<file path="src/rtl/mult_seq_pkg.sv">
// Shared types and default sizes for the multiplier operand sequencer.
package mult_seq_pkg;

  localparam int DEF_W     = 4;
  localparam int DEF_DEPTH = 4;
  localparam int DEF_ACC_W = 10;
  localparam int PROD_W    = 2 * DEF_W;

  typedef enum logic [1:0] {
    IDLE,
    START,
    WAIT,
    OUT
  } state_t;

endpackage

</file>
<file path="src/rtl/mult_operand_fifo.sv">
// Small synchronous FIFO holding {last, a, b} operand pairs.
// Head entry is visible combinationally on pop_data while not empty.
module mult_operand_fifo #(
  parameter int DW    = 9,
  parameter int DEPTH = 4
) (
  input  logic          clk,
  input  logic          reset,
  input  logic          push,
  input  logic [DW-1:0] push_data,
  input  logic          pop,
  output logic [DW-1:0] pop_data,
  output logic          full,
  output logic          empty
);

  localparam int AW = $clog2(DEPTH);

  // One extra pointer bit separates the full case from the empty case.
  logic [AW:0]   wr_ptr;
  logic [AW:0]   rd_ptr;
  logic [DW-1:0] mem [DEPTH];

  always_ff @(posedge clk or negedge reset) begin
    if (!reset) begin
      wr_ptr <= '0;
      rd_ptr <= '0;
    end else begin
      if (push && !full)
        wr_ptr <= wr_ptr + 1'b1;
      if (pop && !empty)
        rd_ptr <= rd_ptr + 1'b1;
    end
  end

  always_ff @(posedge clk) begin
    if (push && !full)
      mem[wr_ptr[AW-1:0]] <= push_data;
  end

  assign pop_data = mem[rd_ptr[AW-1:0]];
  assign empty    = (wr_ptr == rd_ptr);
  assign full     = (wr_ptr[AW] != rd_ptr[AW]) &&
                    (wr_ptr[AW-1:0] == rd_ptr[AW-1:0]);

endmodule

</file>
<file path="src/rtl/mult_operand_sequencer.sv">
// Streams operand pairs into a start/done sequential multiplier and
// returns each product with a running group sum on a valid/ready port.
module mult_operand_sequencer
  import mult_seq_pkg::*;
#(
  parameter int W     = DEF_W,
  parameter int DEPTH = DEF_DEPTH,
  parameter int ACC_W = DEF_ACC_W
) (
  input  logic             clk,
  input  logic             reset,
  input  logic             in_valid,
  output logic             in_ready,
  input  logic [W-1:0]     in_a,
  input  logic [W-1:0]     in_b,
  input  logic             in_last,
  output logic             mul_start,
  output logic [W-1:0]     mul_a,
  output logic [W-1:0]     mul_b,
  input  logic [2*W-1:0]   mul_product,
  input  logic             mul_done,
  output logic             out_valid,
  input  logic             out_ready,
  output logic [2*W-1:0]   out_product,
  output logic [ACC_W-1:0] out_sum,
  output logic             out_last,
  output logic             out_ovf
);

  state_t             state;
  logic               fifo_full;
  logic               fifo_empty;
  logic               fifo_pop;
  logic [2*W:0]       head;
  logic               last_q;
  logic               done_q;
  logic               done_edge;
  logic [ACC_W-1:0]   acc;
  logic               ovf;
  logic [ACC_W:0]     sum_ext;

  mult_operand_fifo #(
    .DW    (2*W + 1),
    .DEPTH (DEPTH)
  ) u_fifo (
    .clk       (clk),
    .reset     (reset),
    .push      (in_valid && in_ready),
    .push_data ({in_last, in_a, in_b}),
    .pop       (fifo_pop),
    .pop_data  (head),
    .full      (fifo_full),
    .empty     (fifo_empty)
  );

  assign in_ready  = !fifo_full;
  assign fifo_pop  = (state == IDLE) && !fifo_empty;
  // A done level held over from the previous operation must not complete this one.
  assign done_edge = mul_done && !done_q;
  assign sum_ext   = {1'b0, acc} + (ACC_W+1)'(mul_product);
  assign out_ovf   = ovf;

  always_ff @(posedge clk or negedge reset) begin
    if (!reset) begin
      state       <= IDLE;
      mul_start   <= 1'b0;
      mul_a       <= '0;
      mul_b       <= '0;
      last_q      <= 1'b0;
      done_q      <= 1'b0;
      acc         <= '0;
      ovf         <= 1'b0;
      out_valid   <= 1'b0;
      out_product <= '0;
      out_sum     <= '0;
      out_last    <= 1'b0;
    end else begin
      done_q <= mul_done;
      case (state)
        IDLE: begin
          if (!fifo_empty) begin
            last_q    <= head[2*W];
            mul_a     <= head[2*W-1:W];
            mul_b     <= head[W-1:0];
            mul_start <= 1'b1;
            state     <= START;
          end
        end
        START: begin
          mul_start <= 1'b0;
          state     <= WAIT;
        end
        WAIT: begin
          if (done_edge) begin
            out_product <= mul_product;
            acc         <= sum_ext[ACC_W-1:0];
            out_sum     <= sum_ext[ACC_W-1:0];
            ovf         <= ovf | sum_ext[ACC_W];
            out_last    <= last_q;
            out_valid   <= 1'b1;
            state       <= OUT;
          end
        end
        OUT: begin
          // The group boundary resets the running sum once the last beat is taken.
          if (out_ready) begin
            out_valid <= 1'b0;
            if (out_last) begin
              acc <= '0;
              ovf <= 1'b0;
            end
            state <= IDLE;
          end
        end
        default: state <= IDLE;
      endcase
    end
  end

endmodule

</file>
<file path="config.mk">
export PLATFORM = sky130hd
export DESIGN_NAME = mult_operand_sequencer
export DESIGN_NICKNAME = d
export VERILOG_FILES = /design/src/rtl/mult_seq_pkg.sv /design/src/rtl/mult_operand_fifo.sv /design/src/rtl/mult_operand_sequencer.sv
export SDC_FILE = /design/constraint.sdc
export NUM_CORES = 1
export LEC_CHECK = 0
export CORE_MARGIN = 8
export CORE_UTILIZATION = 45
export DETAILED_ROUTE_END_ITERATION = 16
export GPL_TIMING_DRIVEN = 0
export PLACE_DENSITY = 0.68
export SLEW_MARGIN = 10
export SYNTH_ARGS = -nofsm -noshare
export SYNTH_HDL_FRONTEND = slang
export SYNTH_SLANG_ARGS = --single-unit
</file>
<file path="constraint.sdc">
create_clock -name clk -period 2.65 [get_ports clk]
set_clock_uncertainty 0.05 [all_clocks]
set_input_delay 0.6625 -clock clk [delete_from_list [all_inputs] [get_ports clk]]
set_output_delay 0.6625 -clock clk [all_outputs]
set_load 0.005 [all_outputs]
</file>
==> results by group <==
Drt
  • DRC: 0
  • 1st-iter DRT viols: 51
  • Met3 WL post-DR: 415 um
  • M1 WL: 3243 um
  • Vias: 2424
  • Vias/cell: 5.213
  • DR WL met2: 3804 um
  • DR top layer: met4
  • Wirelength per Cell: 16.28 um
  • Final WL: 7570 um
  • Antenna violation net count after detailed routing: 0
  • Drt pass-1 iters: 4

Setup path
  • Setup Crit Path Kind: primary input to register
  • Setup crit end kind: register
  • Req. time, crit path: 2.86 ns
  • Startpoint types: primary input
  • WP data arrival: 2.74 ns
  • Buf/Inv on CP: 2
  • Crit path from: mul_product[0]
  • Reg-to-Reg Start: state[0]
  • Max stage delay cell, worst path: clkdlybuf4s50_1
  • Worst-path cell chain: clkdlybuf4s50_1, ha_2, inv_1, fa_2, nor2b_4, o211ai_1, a2111o_1, a32oi_1
  • CP peak stage delay: 0.49 ns
  • Worst-path maximum fanout: 4
  • Top Family by Delay on Critical Path: compound AO/OA/AOI/OAI gates

Logic synthesis
  • Register area share after synthesis: 60.23%
  • Ys async rst share: 58.14%
  • Compound-cell area share of the yosys netlist: 10.66%
  • Synth Area in Adders: 6.010%
  • Number of synthesized register bits: 86
  • Yosys warns: 0
  • Post-Synth Simple-Gate Area: 8.368%
  • Post-synthesis mux area share: 9.305%
  • EDFF count, synth: 36
  • Synth Cell Area: 0.003872 mm2
  • Top cell type by total area after synthesis: dfrtp_1
  • Syn nets: 328
  • Post-Synthesis Cells: 288
  • Dominant cells by area after synthesis: dfrtp_1 (32%), edfxtp_1 (28%), ha_1 (5.5%)
  • Netlist cell types: 53
  • Ys flop type: dfrtp_1
  • Post-Synth XOR/XNOR Area: 2.940%
  • Mean Syn Cell Area: 13.45 um2
  • Top-area cell type share of the netlist area: 32.31%
  • Largest family of logic cells by synthesized area: compound AO/OA/AOI/OAI gates

STA
  • Max Slew Vio Count: 0
  • Final setup fails: 0
  • Max Clock Freq: 395.4 MHz
  • Worst-Margin Slew: 0.7987 ns
  • Final WS setup: 0.1212 ns
  • Final Hold Viols: 0
  • Minimum clock period: 2.529 ns
  • Unrepaired setup endpoints after global routing: no
  • Slew margin rel.: 46.56%
  • Setup TNS: 0 ns
  • Fin crit share: 95.43%
  • Worst hold margin: 0.2712 ns

Run
  • Max-cap viol count: 0

Clock network
  • CTS sink cnt: 86
  • Worst-path clk slew: 0.09 ns
  • Skew-Pair Late Insertion Delay: 0.35 ns
  • Cts bufs inserted: 9
  • Root Driver: clkbuf_8
  • H-tree depth: 3
  • Post-cts hold buffer count: 0
  • CTS Buffer Depth: 2
  • CTS tree: done

Floorplanning
  • Initial Util: 45.29%
  • Core region area: 0.008551 mm2
  • Full die area: 0.01183 mm2
  • IO Count: 53
  • Die Span X: 108.8 um
  • Standard-cell rows: 34
  • Vert. Die Dim: 108.8 um

Layout
  • Fillers: 742
  • Share of post-route cells with drive strength above 1: 11.76%
  • Area Overhead vs Synth: 22.10%
  • Core Util, Final: 55.30%
  • Inserted Diodes: 0
  • Nets: 392

Place
  • Pre-CTS setup slack: -0.4021 ns
  • I/O Buffers: 52
  • Routability cong.: 0.8483
  • Dpl hpwl: 5387 um

Global routing
  • Global route total overflow: 0
  • Largest net degree at the start of global routing: 27
  • GRT Util Overall: 13.56%
  • Initial antenna violation count: 0
  • First-pass GRT wire length: 12460 um
  • Vias in the first global route: 2555

Power and ir drop
  • Total power: 5.261 mW
  • Lkg Pwr: 1.950 nW
  • Max IR drop VDD: 0.4395 mV
  • Pwr dens: 1113 mW/mm2

Status
  • Status: finished, final reports clean

Hold path
  • Hold WC Path Type: primary input to async pin
==> path summary, 6_finish.rpt <==
path | endpoint | slack, ns | cells after the start
worst max register to register | acc[8] | 0.52 | 6
worst min-delay path | out_product[4] | 0.27 | 1
min in group clk | out_last | 0.42 | 2
max in group asynchronous | u_fifo.rd_ptr[0] | 1.71 | 2
worst min register to register | out_last | 0.42 | 2
worst max-delay path | out_ovf | 0.12 | 8
==> per-stage QoR <==
stage          instance area, um2  instances
2_1_floorplan                3872        288
3_3_place_gp                 4528        448
4_1_cts                      4718        465
3_5_place_dp                 4543        449
5_1_grt                      4728        465
6_report                     4728        465
==> registers in the layout, summed over array words and instances, names as in the netlist <==
name and count:
mul_b 4, out_valid 1, out_ovf 1, out_sum 10
u_fifo.mem 36, out_product 8, mul_start 1, u_fifo.wr_ptr 3
mul_a 4, done_q 1, acc 10, state 2
last_q 1, out_last 1, u_fifo.rd_ptr 3
==> synthesized netlist by cell type, types with 4 or more instances <==
master,number
mux4_2,9
mux2_1,9
nand3_1,4
inv_1,14
and2_1,6
o21ai_0,8
o211ai_1,4
ha_1,17
xor2_1,6
o21ai_1,5
dfrtp_1,50
nor2_1,5
mux2_2,5
a21o_1,4
nand2_1,38
edfxtp_1,36
a21oi_1,9
xnor2_1,7
a22o_1,5
==> per-layer routing <==
metal | vias to the layer above | track usage, %
met5 | - | 0
met4 | 0 | 5.279
met3 | 11 | 3.014
met2 | 46 | 23.93
met1 | 1181 | 15.70
li1 | 1186 | -
==> where the power goes <==
part	total, mW	switching [mW]	internal [mW]
registers	2.14	0.261	1.88
clock network	0.814	0.472	0.342
logic	2.30	1.08	1.22
total	5.26	1.82	3.44
==> cell usage in the layout, fill, tap and decap left out, types with 6 or more instances in the layout <==
master	instances
xor2_1	6
clkdlybuf4s50_1	51
nand2_1	38
xnor2_1	7
clkbuf_8	9
ha_1	16
and2_1	6
a21oi_1	9
edfxtp_1	36
inv_1	14
o21ai_0	8
mux2_1	9
dfrtp_1	50
mux4_2	9
==> cells by family after synthesis <==
| family | Yosys count |
|---|---|
| simple gates | 69 |
| compound gates | 57 |
| buf+inv | 22 |
| xor+xnor | 13 |
| fa+ha+maj | 18 |
| mux | 23 |
| flops | 86 |
==> area by class of cell <==
class,count,area [um2],area share [%]
timing repair buffer,53,535.5,11.33
buffer,8,43.79,0.9262
multi-input combinational,180,1456,30.80
clock buffer,9,123.9,2.620
tap,108,135.1,2.858
inverter,14,52.55,1.111
clock inverter,7,48.80,1.032
sequential,86,2332,49.33
==> timing repair <==
| item | 4_1_cts | 5_1_grt |
|---|---|---|
| setup endpoints to repair | 1 | 1 |
| gates resized for setup | 1 | 3 |
| pin swaps | 0 | 2 |
| buffers inserted | 0 | 0 |
==> worst reg2reg max path, stage by stage, from the launching register on <==
cell      delay, ns
dfrtp_1        0.41
inv_1          0.11
ha_1           0.27
nand3b_1       0.16
nor2_1         0.64
o21ai_0        0.20
a22oi_1        0.21
(Power assumes the default switching activity.)
==> patch (same flow settings) <==
Set the package constant `DEF_DEPTH` to 8 (it was 4).
--- a/src/rtl/mult_seq_pkg.sv
+++ b/src/rtl/mult_seq_pkg.sv
@@ -2,7 +2,7 @@
 package mult_seq_pkg;
 
   localparam int DEF_W     = 4;
-  localparam int DEF_DEPTH = 4;
+  localparam int DEF_DEPTH = 8;
   localparam int DEF_ACC_W = 10;
   localparam int PROD_W    = 2 * DEF_W;
 
Behaviour: not the same (a bounded check fails within 10 cycles, from zero or initial values and one cycle with reset low).
==> patch against the unedited design <==
  * Setup slack better by 0.037 ns
  * Via count is 35% higher
  * Total power increased by 55%
  * Count of clock-buffer cells in the layout rose by 8
  * Clock power rose to 3.0 times the old value
  * Wire length increased by 45%
  * Sequential cell count increased by 38
  * First-iteration DRC count grew to 4.2 times the old value
  * Area after synthesis is 38% higher
  * Cell area is 42% higher
  * Largest cell class unchanged
==> patch: results (changes against the unedited design) <==
placement:
  dpl.hpwl_um: 7620  # was 5390 um
  routabilityCongestion: 0.789  # was 0.848
  pre_cts_ws_ns: -0.306  # was -0.402 ns
  dp_cells: 561  # was 449
  place_area_um2: 6080  # was 4540 um^2
setup_path:
  endpoint: "in_ready"  # was out_ovf
  r2r-start: "u_fifo.wr_ptr[2]"  # was state[0]
  cpPeakStageDelay_ns: 0.55  # was 0.49 ns
  worstPathArrival_ns: 1.78  # was 2.74 ns
  cp-startpoint: "u_fifo.wr_ptr[0]"  # was mul_product[0]
  ff2ff_setup_slack_ns: 0.29  # was 0.52 ns
  r2r_end: "u_fifo.mem[3][4]"  # was acc[8]
  cp_max_fo: 7  # was 4
  slowest_stage: "or4b_4"  # was clkdlybuf4s50_1
logic_synthesis:
  synthArstFlopShare: 0.419  # was 0.581
  syn-num-nets: 400  # was 328
  synth_cells: 363  # was 288
  ys_seq_area_frac: 0.650  # was 0.602
  synth_common_cells: "edfxtp_1 (72), nand2_1 (53), dfrtp_1 (52), mux4_2 (18), o21ai_0 (16)"  # was dfrtp_1 (50), nand2_1 (38), edfxtp_1 (36), ha_1 (17), inv_1 (14)
  yosys-top-cells-area: "edfxtp_1 (41%), dfrtp_1 (24%), mux4_2 (7.6%)"  # was dfrtp_1 (32%), edfxtp_1 (28%), ha_1 (5.5%)
  synth-edff-count: 72  # was 36
  synth-main-ff-cell: "edfxtp_1"  # was dfrtp_1
route:
  met3_wirelength_um: 615  # was 415 um
  ant_nets: 0  # unchanged
  wl_met1_um: 4690  # was 3240 um
  dr_wl_met2_um: 5590  # was 3800 um
  wl_um: 11000  # was 7570 um
  drtIter0Drc: 212  # was 51
  viasPerCell: 5.49  # was 5.21
power_and_ir_drop:
  swShare: 0.312  # was 0.345
  p_leak_uw: 0.00265  # was 0.00195 uW
  pwr-share-comb: 0.350  # was 0.438
  p_clk_uw: 2420  # was 814 uW
  comb-power_uw: 2860  # was 2300 uW
  max-vdd-ir-drop_mv: 0.623  # was 0.439 mV
layout:
  drive_gt1_frac: 0.199  # was 0.118
  fillers: 890  # was 742
  largest_reg_flops: 72  # was 36
  nets: 477  # was 392
global_route:
  grtUsageMet3: 0.0570  # was 0.0301
  grt.total_usage: 0.150  # was 0.136
  met2_usage: 0.253  # was 0.239
  grt_use_met1: 0.170  # was 0.157
  grt_pass1_vias: 3516  # was 2,555
  grt_max_degree: 31  # was 27
  grt_pass1_wl_um: 18300  # was 12,500 um
outcome:
  outcome: "completed"  # unchanged
timing:
  timing.hold.ws_ns: 0.257  # was 0.271 ns
  max_slew.worst_pin.slew_ns: 0.821  # was 0.799 ns
clock_tree:
  cts_resized: 5  # was 1
  clock_path_buffers: 2  # unchanged
  clk_latency_ns: 0.41  # was 0.35 ns
  cts_root_buf: "clkbuf_16"  # was clkbuf_8
  cts_setup_buffers: 4  # was 0
  cts_buffers: 17  # was 9
  path_clk_slew_ns: 0.06  # was 0.09 ns
  htree_levels: 4  # was 3
[patch: changes by cell type after synthesis, sizes merged, moves of 5 or more]
cell / delta
inv: -5
nor2: +8
mux2: -7
edfxtp: +36
mux4: +9
mux2i: +10
nand2: +16
[patch: logic make-up (layout without fill, tap and decap cells)]
kind of cell | count (synthesis) | in the layout | share of synthesized area
fa+ha+maj | 15 | 15 | 0.0366
xor+xnor | 14 | 14 | 0.0244
simple gates | 94 | 94 | 0.0803
flops | 124 | 124 | 0.650
mux | 35 | 35 | 0.111
compound gates | 58 | 58 | 0.0780
buf+inv | 23 | 113 | 0.0197
[patch: layout make-up]
cell class                 instances  area, um^2  share of cell area
sequential                       124        3460               0.514
inverter                           9        33.8             0.00501
tap                              143         179              0.0266
buffer                            13        63.8             0.00947
clock buffer                      17         425              0.0632
clock inverter                    15         195              0.0290
multi-input combinational        216        1790               0.266
timing repair buffer              59         583              0.0866
